==> config.mk <==
export PLATFORM = sky130hd
export DESIGN_NAME = sap_prog_loader_ctrl
export DESIGN_NICKNAME = d
export VERILOG_FILES = /design/src/rtl/sap_prog_loader_ctrl.sv
export SDC_FILE = /design/constraint.sdc
export NUM_CORES = 1
export LEC_CHECK = 0
export CORE_MARGIN = 10
export CORE_UTILIZATION = 55
export CTS_BUF_LIST = sky130_fd_sc_hd__clkbuf_16
export DETAILED_ROUTE_END_ITERATION = 12
export DONT_BUFFER_PORTS = 1
export GPL_TIMING_DRIVEN = 0
export PLACE_DENSITY = 0.73
export RECOVER_POWER = 100
export SLEW_MARGIN = 20
export SYNTH_ARGS = -nofsm -noshare
export SYNTH_HDL_FRONTEND = slang
export SYNTH_SLANG_ARGS = --single-unit
==> constraint.sdc <==
create_clock -name clk -period 1.75 [get_ports clk]
set_input_delay 0.35 -clock clk [delete_from_list [all_inputs] [get_ports clk]]
set_output_delay 0.35 -clock clk [all_outputs]
set_load 0.02 [all_outputs]
==> src/rtl/sap_prog_loader_ctrl.sv <==
// ---------------------------------------------------------------------------
// sap_prog_loader_ctrl
//
// Program loader and run controller for a SAP-1 core with a 2**AW x DW
// program memory. A serial bit stream (MSB first) is assembled into bytes
// that are written to consecutive addresses. The memory port is shared
// between this loader and CPU instruction fetch. The CPU is sequenced
// through hold-in-reset, free run, halt and single-step.
//
// Ports
//   clk, rst        system clock, synchronous active-high reset
//   ser_valid       ser_data holds a valid bit this cycle
//   ser_data        serial program bit, MSB first
//   load_req        request LOAD (level)
//   run_req         request free-running RUN
//   step_req        request a single instruction, then HALT
//   halt_req        halt at the next instruction boundary, or abort LOAD
//   cpu_mem_addr    CPU MAR value
//   cpu_instr_done  CPU is in the last microstep of an instruction
//   mem_addr        memory address: CPU MAR in RUN/HALT, else load pointer
//   mem_wdata       assembled byte to write
//   mem_we          one-cycle write strobe per byte
//   cpu_rst         holds the CPU in reset (IDLE/LOAD)
//   cpu_en          CPU clock enable (RUN only)
//   state           0=IDLE 1=LOAD 2=RUN 3=HALT
//   byte_cnt        bytes written in the current/last LOAD (0..2**AW)
//   load_done       one-cycle pulse after the final byte is written
// ---------------------------------------------------------------------------
module sap_prog_loader_ctrl #(
    parameter int AW = 4,
    parameter int DW = 8
) (
    input  logic          clk,
    input  logic          rst,
    input  logic          ser_valid,
    input  logic          ser_data,
    input  logic          load_req,
    input  logic          run_req,
    input  logic          step_req,
    input  logic          halt_req,
    input  logic [AW-1:0] cpu_mem_addr,
    input  logic          cpu_instr_done,
    output logic [AW-1:0] mem_addr,
    output logic [DW-1:0] mem_wdata,
    output logic          mem_we,
    output logic          cpu_rst,
    output logic          cpu_en,
    output logic [1:0]    state,
    output logic [AW:0]   byte_cnt,
    output logic          load_done
);

    localparam logic [1:0] S_IDLE = 2'd0;
    localparam logic [1:0] S_LOAD = 2'd1;
    localparam logic [1:0] S_RUN  = 2'd2;
    localparam logic [1:0] S_HALT = 2'd3;

    localparam int BCW = (DW > 1) ? $clog2(DW) : 1;
    localparam logic [BCW-1:0] BIT_LAST  = BCW'(DW - 1);
    // Count value while the final (top-address) byte is being written.
    localparam logic [AW:0]    BYTE_LAST = {1'b0, {AW{1'b1}}};

    logic [1:0]     state_reg, state_next;
    logic [DW-1:0]  shift_reg, shift_next;
    logic [BCW-1:0] bit_cnt_reg, bit_cnt_next;
    logic [AW:0]    byte_cnt_reg, byte_cnt_next;
    logic           mem_we_reg, mem_we_next;
    logic [DW-1:0]  mem_wdata_reg, mem_wdata_next;
    logic           load_done_reg, load_done_next;
    logic           halt_pending_reg, halt_pending_next;
    logic           step_reg, step_next;
    logic           cpu_rst_reg, cpu_rst_next;
    logic           cpu_en_reg, cpu_en_next;
    logic           final_write;

    // The write cycle of the top-address byte ends the load.
    assign final_write = mem_we_reg && (byte_cnt_reg == BYTE_LAST);

    always_comb begin
        state_next        = state_reg;
        shift_next        = shift_reg;
        bit_cnt_next      = bit_cnt_reg;
        byte_cnt_next     = byte_cnt_reg;
        mem_we_next       = 1'b0;
        mem_wdata_next    = mem_wdata_reg;
        load_done_next    = 1'b0;
        halt_pending_next = halt_pending_reg;
        step_next         = step_reg;

        case (state_reg)
            S_IDLE: begin
                // halt_req has no meaning here; lower requests still act.
                if (load_req) begin
                    state_next    = S_LOAD;
                    byte_cnt_next = '0;
                    bit_cnt_next  = '0;
                    shift_next    = '0;
                end else if (run_req) begin
                    state_next = S_RUN;
                end else if (step_req) begin
                    state_next = S_RUN;
                    step_next  = 1'b1;
                end
            end

            S_LOAD: begin
                // A byte whose strobe is already out is always committed.
                if (mem_we_reg) begin
                    byte_cnt_next = byte_cnt_reg + 1'b1;
                    if (final_write) begin
                        load_done_next = 1'b1;
                        state_next     = S_IDLE;
                    end
                end
                if (halt_req) begin
                    state_next   = S_IDLE;
                    bit_cnt_next = '0;
                    shift_next   = '0;
                end else if (ser_valid && !final_write) begin
                    shift_next = {shift_reg[DW-2:0], ser_data};
                    if (bit_cnt_reg == BIT_LAST) begin
                        bit_cnt_next   = '0;
                        mem_we_next    = 1'b1;
                        mem_wdata_next = {shift_reg[DW-2:0], ser_data};
                    end else begin
                        bit_cnt_next = bit_cnt_reg + 1'b1;
                    end
                end
            end

            S_RUN: begin
                if (halt_req) begin
                    if (cpu_instr_done) begin
                        state_next        = S_HALT;
                        halt_pending_next = 1'b0;
                        step_next         = 1'b0;
                    end else begin
                        halt_pending_next = 1'b1;
                    end
                end else if (load_req) begin
                    state_next        = S_LOAD;
                    byte_cnt_next     = '0;
                    bit_cnt_next      = '0;
                    shift_next        = '0;
                    halt_pending_next = 1'b0;
                    step_next         = 1'b0;
                end else if (cpu_instr_done && (halt_pending_reg || step_reg)) begin
                    state_next        = S_HALT;
                    halt_pending_next = 1'b0;
                    step_next         = 1'b0;
                end
            end

            default: begin // S_HALT
                if (halt_req) begin
                    state_next = S_HALT;
                end else if (load_req) begin
                    state_next    = S_LOAD;
                    byte_cnt_next = '0;
                    bit_cnt_next  = '0;
                    shift_next    = '0;
                end else if (run_req) begin
                    state_next = S_RUN;
                end else if (step_req) begin
                    state_next = S_RUN;
                    step_next  = 1'b1;
                end
            end
        endcase

        // CPU controls are registered from the next state so they line up
        // with the state output.
        cpu_rst_next = (state_next == S_IDLE) || (state_next == S_LOAD);
        cpu_en_next  = (state_next == S_RUN);
    end

    always_ff @(posedge clk) begin
        if (rst) begin
            state_reg        <= S_IDLE;
            shift_reg        <= '0;
            bit_cnt_reg      <= '0;
            byte_cnt_reg     <= '0;
            mem_we_reg       <= 1'b0;
            mem_wdata_reg    <= '0;
            load_done_reg    <= 1'b0;
            halt_pending_reg <= 1'b0;
            step_reg         <= 1'b0;
            cpu_rst_reg      <= 1'b1;
            cpu_en_reg       <= 1'b0;
        end else begin
            state_reg        <= state_next;
            shift_reg        <= shift_next;
            bit_cnt_reg      <= bit_cnt_next;
            byte_cnt_reg     <= byte_cnt_next;
            mem_we_reg       <= mem_we_next;
            mem_wdata_reg    <= mem_wdata_next;
            load_done_reg    <= load_done_next;
            halt_pending_reg <= halt_pending_next;
            step_reg         <= step_next;
            cpu_rst_reg      <= cpu_rst_next;
            cpu_en_reg       <= cpu_en_next;
        end
    end

    assign mem_addr  = ((state_reg == S_RUN) || (state_reg == S_HALT))
                       ? cpu_mem_addr : byte_cnt_reg[AW-1:0];
    assign mem_wdata = mem_wdata_reg;
    assign mem_we    = mem_we_reg;
    assign cpu_rst   = cpu_rst_reg;
    assign cpu_en    = cpu_en_reg;
    assign state     = state_reg;
    assign byte_cnt  = byte_cnt_reg;
    assign load_done = load_done_reg;

endmodule
==> summary.md <==
| Metric | Value |
|---|---|
| Status | `finished with violations` |
| Violations in the final reports | `negative setup slack` |
| Number of antenna violations at the first check in global routing | `0` |
| Leading post-synthesis cells by cell area | `sky130_fd_sc_hd__dfxtp_1 (43%), sky130_fd_sc_hd__mux2i_1 (13%), sky130_fd_sc_hd__nor2_1 (7.3%), sky130_fd_sc_hd__and2_1 (4.3%), sky130_fd_sc_hd__ha_1 (3.5%)` |
| Postcts setup bufs | `0` |
| Post-CTS Hold Buffers | `0` |
| Shortest period the worst path allows | `approximately 1.8 ns` |
| Average wire per standard cell | `~16 um` |
| Max FFs per register | `8` |
| Power Density | `between 1000 and 1500 nW/um2` |
| Total Routed Length | `around 3.2 mm` |
| Slew of the pin with the lowest slew margin | `0.463 ns` |
| Grt total ovfl | `0` |
| Part of the total power dissipated in combinational logic | `around a tenth` |
| Hold path startpoint | `ser_data` |
| Cell accounting for the most synthesized area | `sky130_fd_sc_hd__dfxtp_1` |
| CTS tree | `built` |
| Critical Path End Type | `register` |
| Rel. slew slack | `69.1%` |
| Post-route worst hold slack | `0.235 ns` |
| Max Cap Viol | `0` |
| DIE HEIGHT | `between 70 and 80 um` |
| Fraction of the core area covered by cells at the end of the flow | `between 60 and 70%` |
| Clock Root Buffer | `sky130_fd_sc_hd__clkbuf_16` |
| Post-Place Setup Slack | `-0.115 ns` |
| Core Area | `approximately 2500 um2` |
| Count of boundary I/O pins | `36` |
| Synth top cells by count | `sky130_fd_sc_hd__dfxtp_1 (31), sky130_fd_sc_hd__nor2_1 (28), sky130_fd_sc_hd__mux2i_1 (19), sky130_fd_sc_hd__and2_1 (10), sky130_fd_sc_hd__a21oi_1 (7)` |
| DRC violation count after routing | `0` |
| Mean number of vias per cell | `around 5.7` |
| Half-perimeter wire length after detailed placement | `2.22 mm` |
| CTS Buf Count | `5` |
| Portion of total power attributed to sequential cells | `between 40% and 50%` |
| Number of setup violations in the final report | `11` |
| Initial standard-cell utilization of the core | `57.7%` |
| Total number of vias | `1117` |
| Setup skew after layout | `around 0.0034 ns` |
| Critical register-to-register path startpoint | `byte_cnt[0]` |
| Total number of placement rows | `18` |
| Relative contribution of the clock network to total power | `between 50% and 60%` |
| Width of the die | `between 70 and 80 um` |
| Hold Crit Endpoint | `mem_wdata[0]` |
| Via count of the first global-routing pass | `1154` |
| Final critical-path share of the clock period | `105%` |
| Share of async-settable or async-resettable flops after synthesis | `0%` |
| First-pass GRT wire length | `~5.4 mm` |
| Arrival time reported for the critical path endpoint | `slightly below 2 ns` |
| Mapped Cells | `between 150 and 200` |
| Post-layout nets | `~180` |
| Element type at the critical path start | `register` |
| Clock Latency Late Sink | `~0.27 ns` |
| Count of synthesis-stage warnings from yosys | `0` |
| Reported net switching power | `~0.00040 W` |
| Number of input and output port buffers inserted | `0` |
| Layout area overhead | `19.8%` |
| Highest clock frequency the design can meet | `about 540 MHz` |
| End of the worst register-to-register path | `shift_reg[4]` |
| Number of nets with antenna violations after detailed routing | `0` |
| Weighted congestion reported at the end of routability-driven placement | `~0.76` |
| Crit-path max FO | `6` |
| Final Max Slew Viols | `0` |
| Total of flip-flops plus latches after synthesis | `31` |
| Share of the synthesized area in the top cell type | `43.0%` |
| Count of fill cells added during filler insertion | `198` |
| Worst min-delay path category | `input pin to register` |
| Internal power summed over all cells | `around 0.0015 W` |
| Endpoint required time on the critical path | `~1.9 ns` |
| Netlist Area Pre-Place | `1440 um2` |
| Number of endpoints with negative hold slack in the final report | `0` |
| Post-synth cell types | `36` |
| P_leak | `about 0.76 nW` |
| Buffer depth of the longest clock path | `2` |
| Slack of the critical path | `-0.0859 ns` |
| Total nets after synthesis | `172` |
| Clock-pin slew reported for the worst setup and hold paths after clock tree synthesis | `roughly 0.050 ns` |
| Total track usage | `roughly 13%` |
| First-pass detailed-route iteration total | `4` |
| Minimum setup slack among reg-to-reg paths | `-0.09 ns` |
| Fraction of layout instances using a drive strength above 1 | `~20%` |
| Flip-flop cell with the highest count after synthesis | `sky130_fd_sc_hd__dfxtp_1` |
| Number of DRC markers after the initial detailed-route iteration | `101` |
| Die outline area | `5070 um2` |
| CTS sink cnt | `31` |
| Switch share | `between 20% and 30%` |
| Post-synth EDFFs | `0` |
| Unrepaired setup endpoints after global routing | `true` |
| Instance count along the most critical hold path | `2` |
| Number of diodes added for antenna fixing | `0` |
| Maximum level of the CTS H-tree | `2` |
| Worst reg-to-reg path cell count | `8` |
| Post-Synthesis Mean Instance Area | `9.31 um2` |
| Top-count cell post-synth | `sky130_fd_sc_hd__dfxtp_1` |
| Sequential area share after synthesis | `43.0%` |
| Largest net degree at the start of global routing | `11` |
| Worst-case vdd ir drop | `0.995 mV` |
| Crit Path Class | `register to register` |
## worst max path at each step
stage,startpoint,end,slack [ns],cells past startpoint
floorplan,byte_cnt[0],bit_cnt_reg[1],0.02,8
global placement,byte_cnt[0],shift_reg[0],-0.09,8
detailed placement,byte_cnt[1],shift_reg[4],-0.12,8
CTS,byte_cnt[0],shift_reg[4],-0.12,8
global route,byte_cnt[0],shift_reg[4],-0.20,8
finish,byte_cnt[0],shift_reg[4],-0.09,8
## per-layer routing
layer | routed length (um) | vias to the layer above | global-route usage, %
met5 | 0 | - | 0
li1 | - | 552 | -
met4 | 31 | 0 | 4.73
met2 | 1590 | 45 | 22.0
met3 | 336 | 5 | 7.44
met1 | 1220 | 515 | 12.7
## critical path, stage by stage, from the launching register on
cell,delay [ns]
sky130_fd_sc_hd__dfxtp_4,0.39
sky130_fd_sc_hd__ha_4,0.17
sky130_fd_sc_hd__and3_4,0.18
sky130_fd_sc_hd__ha_4,0.16
sky130_fd_sc_hd__a21bo_2,0.19
sky130_fd_sc_hd__a22oi_2,0.21
sky130_fd_sc_hd__buf_6,0.17
sky130_fd_sc_hd__mux2i_1,0.19
sky130_fd_sc_hd__nor2_1,0.06
## cell families after synthesis
group	Yosys count	synth area share [%]
mux	25	18.3
fa+ha+maj	4	3.47
compound gates	20	8.85
flops	31	43.0
buf+inv	13	4.51
simple gates	62	21.9
## layout by cell type (no fill, tap or decap), types with 4 or more instances in the layout
master                      Yosys  routed
sky130_fd_sc_hd__nor2_1        28      28
sky130_fd_sc_hd__dfxtp_1       31      28
sky130_fd_sc_hd__mux2i_1       19      19
sky130_fd_sc_hd__and2_1        10      10
sky130_fd_sc_hd__a21oi_1        7       6
sky130_fd_sc_hd__clkbuf_16      0       5
sky130_fd_sc_hd__mux2_2         4       4
sky130_fd_sc_hd__buf_6          1       4
sky130_fd_sc_hd__clkbuf_1       4       4
sky130_fd_sc_hd__o21ai_0        4       4
## final cells by class
cell class	count	area, um2	area share, %
Tap cell	30	37.5	2.17
Multi-Input combinational cell	111	801	46.3
Buffer	10	66.3	3.84
Clock inverter	3	38.8	2.24
Inverter	3	11.3	0.652
Clock buffer	5	125	7.24
Sequential cell	31	632	36.6
Timing Repair Buffer	2	16.3	0.941
## metrics by stage
step,total power [W],cells,area [um2],TNS (ns)
finish,0.00186,195,1730,-0.642
floorplan,0.000890,155,1470,0
CTS,0.00188,194,1710,-0.853
detailed placement,0.000919,185,1510,-1.43
global route,0.00193,195,1730,-2.41
global placement,0.000915,185,1510,-1.09
## power groups by stage
stage          registers, W  logic, W  clock network [W]
3_5_place_dp       0.000758  0.000160                  0
4_1_cts            0.000743  0.000171           0.000966
5_1_grt            0.000744  0.000191            0.00100
2_1_floorplan      0.000754  0.000135                  0
6_report           0.000742  0.000172           0.000942
3_3_place_gp       0.000758  0.000157                  0
## timing repair
item,CTS,global route
pin swaps,3,3
endpoints found under the setup margin,22,25
resized for setup,10,8
gates cloned,1,1
(Power assumes the default switching activity.)
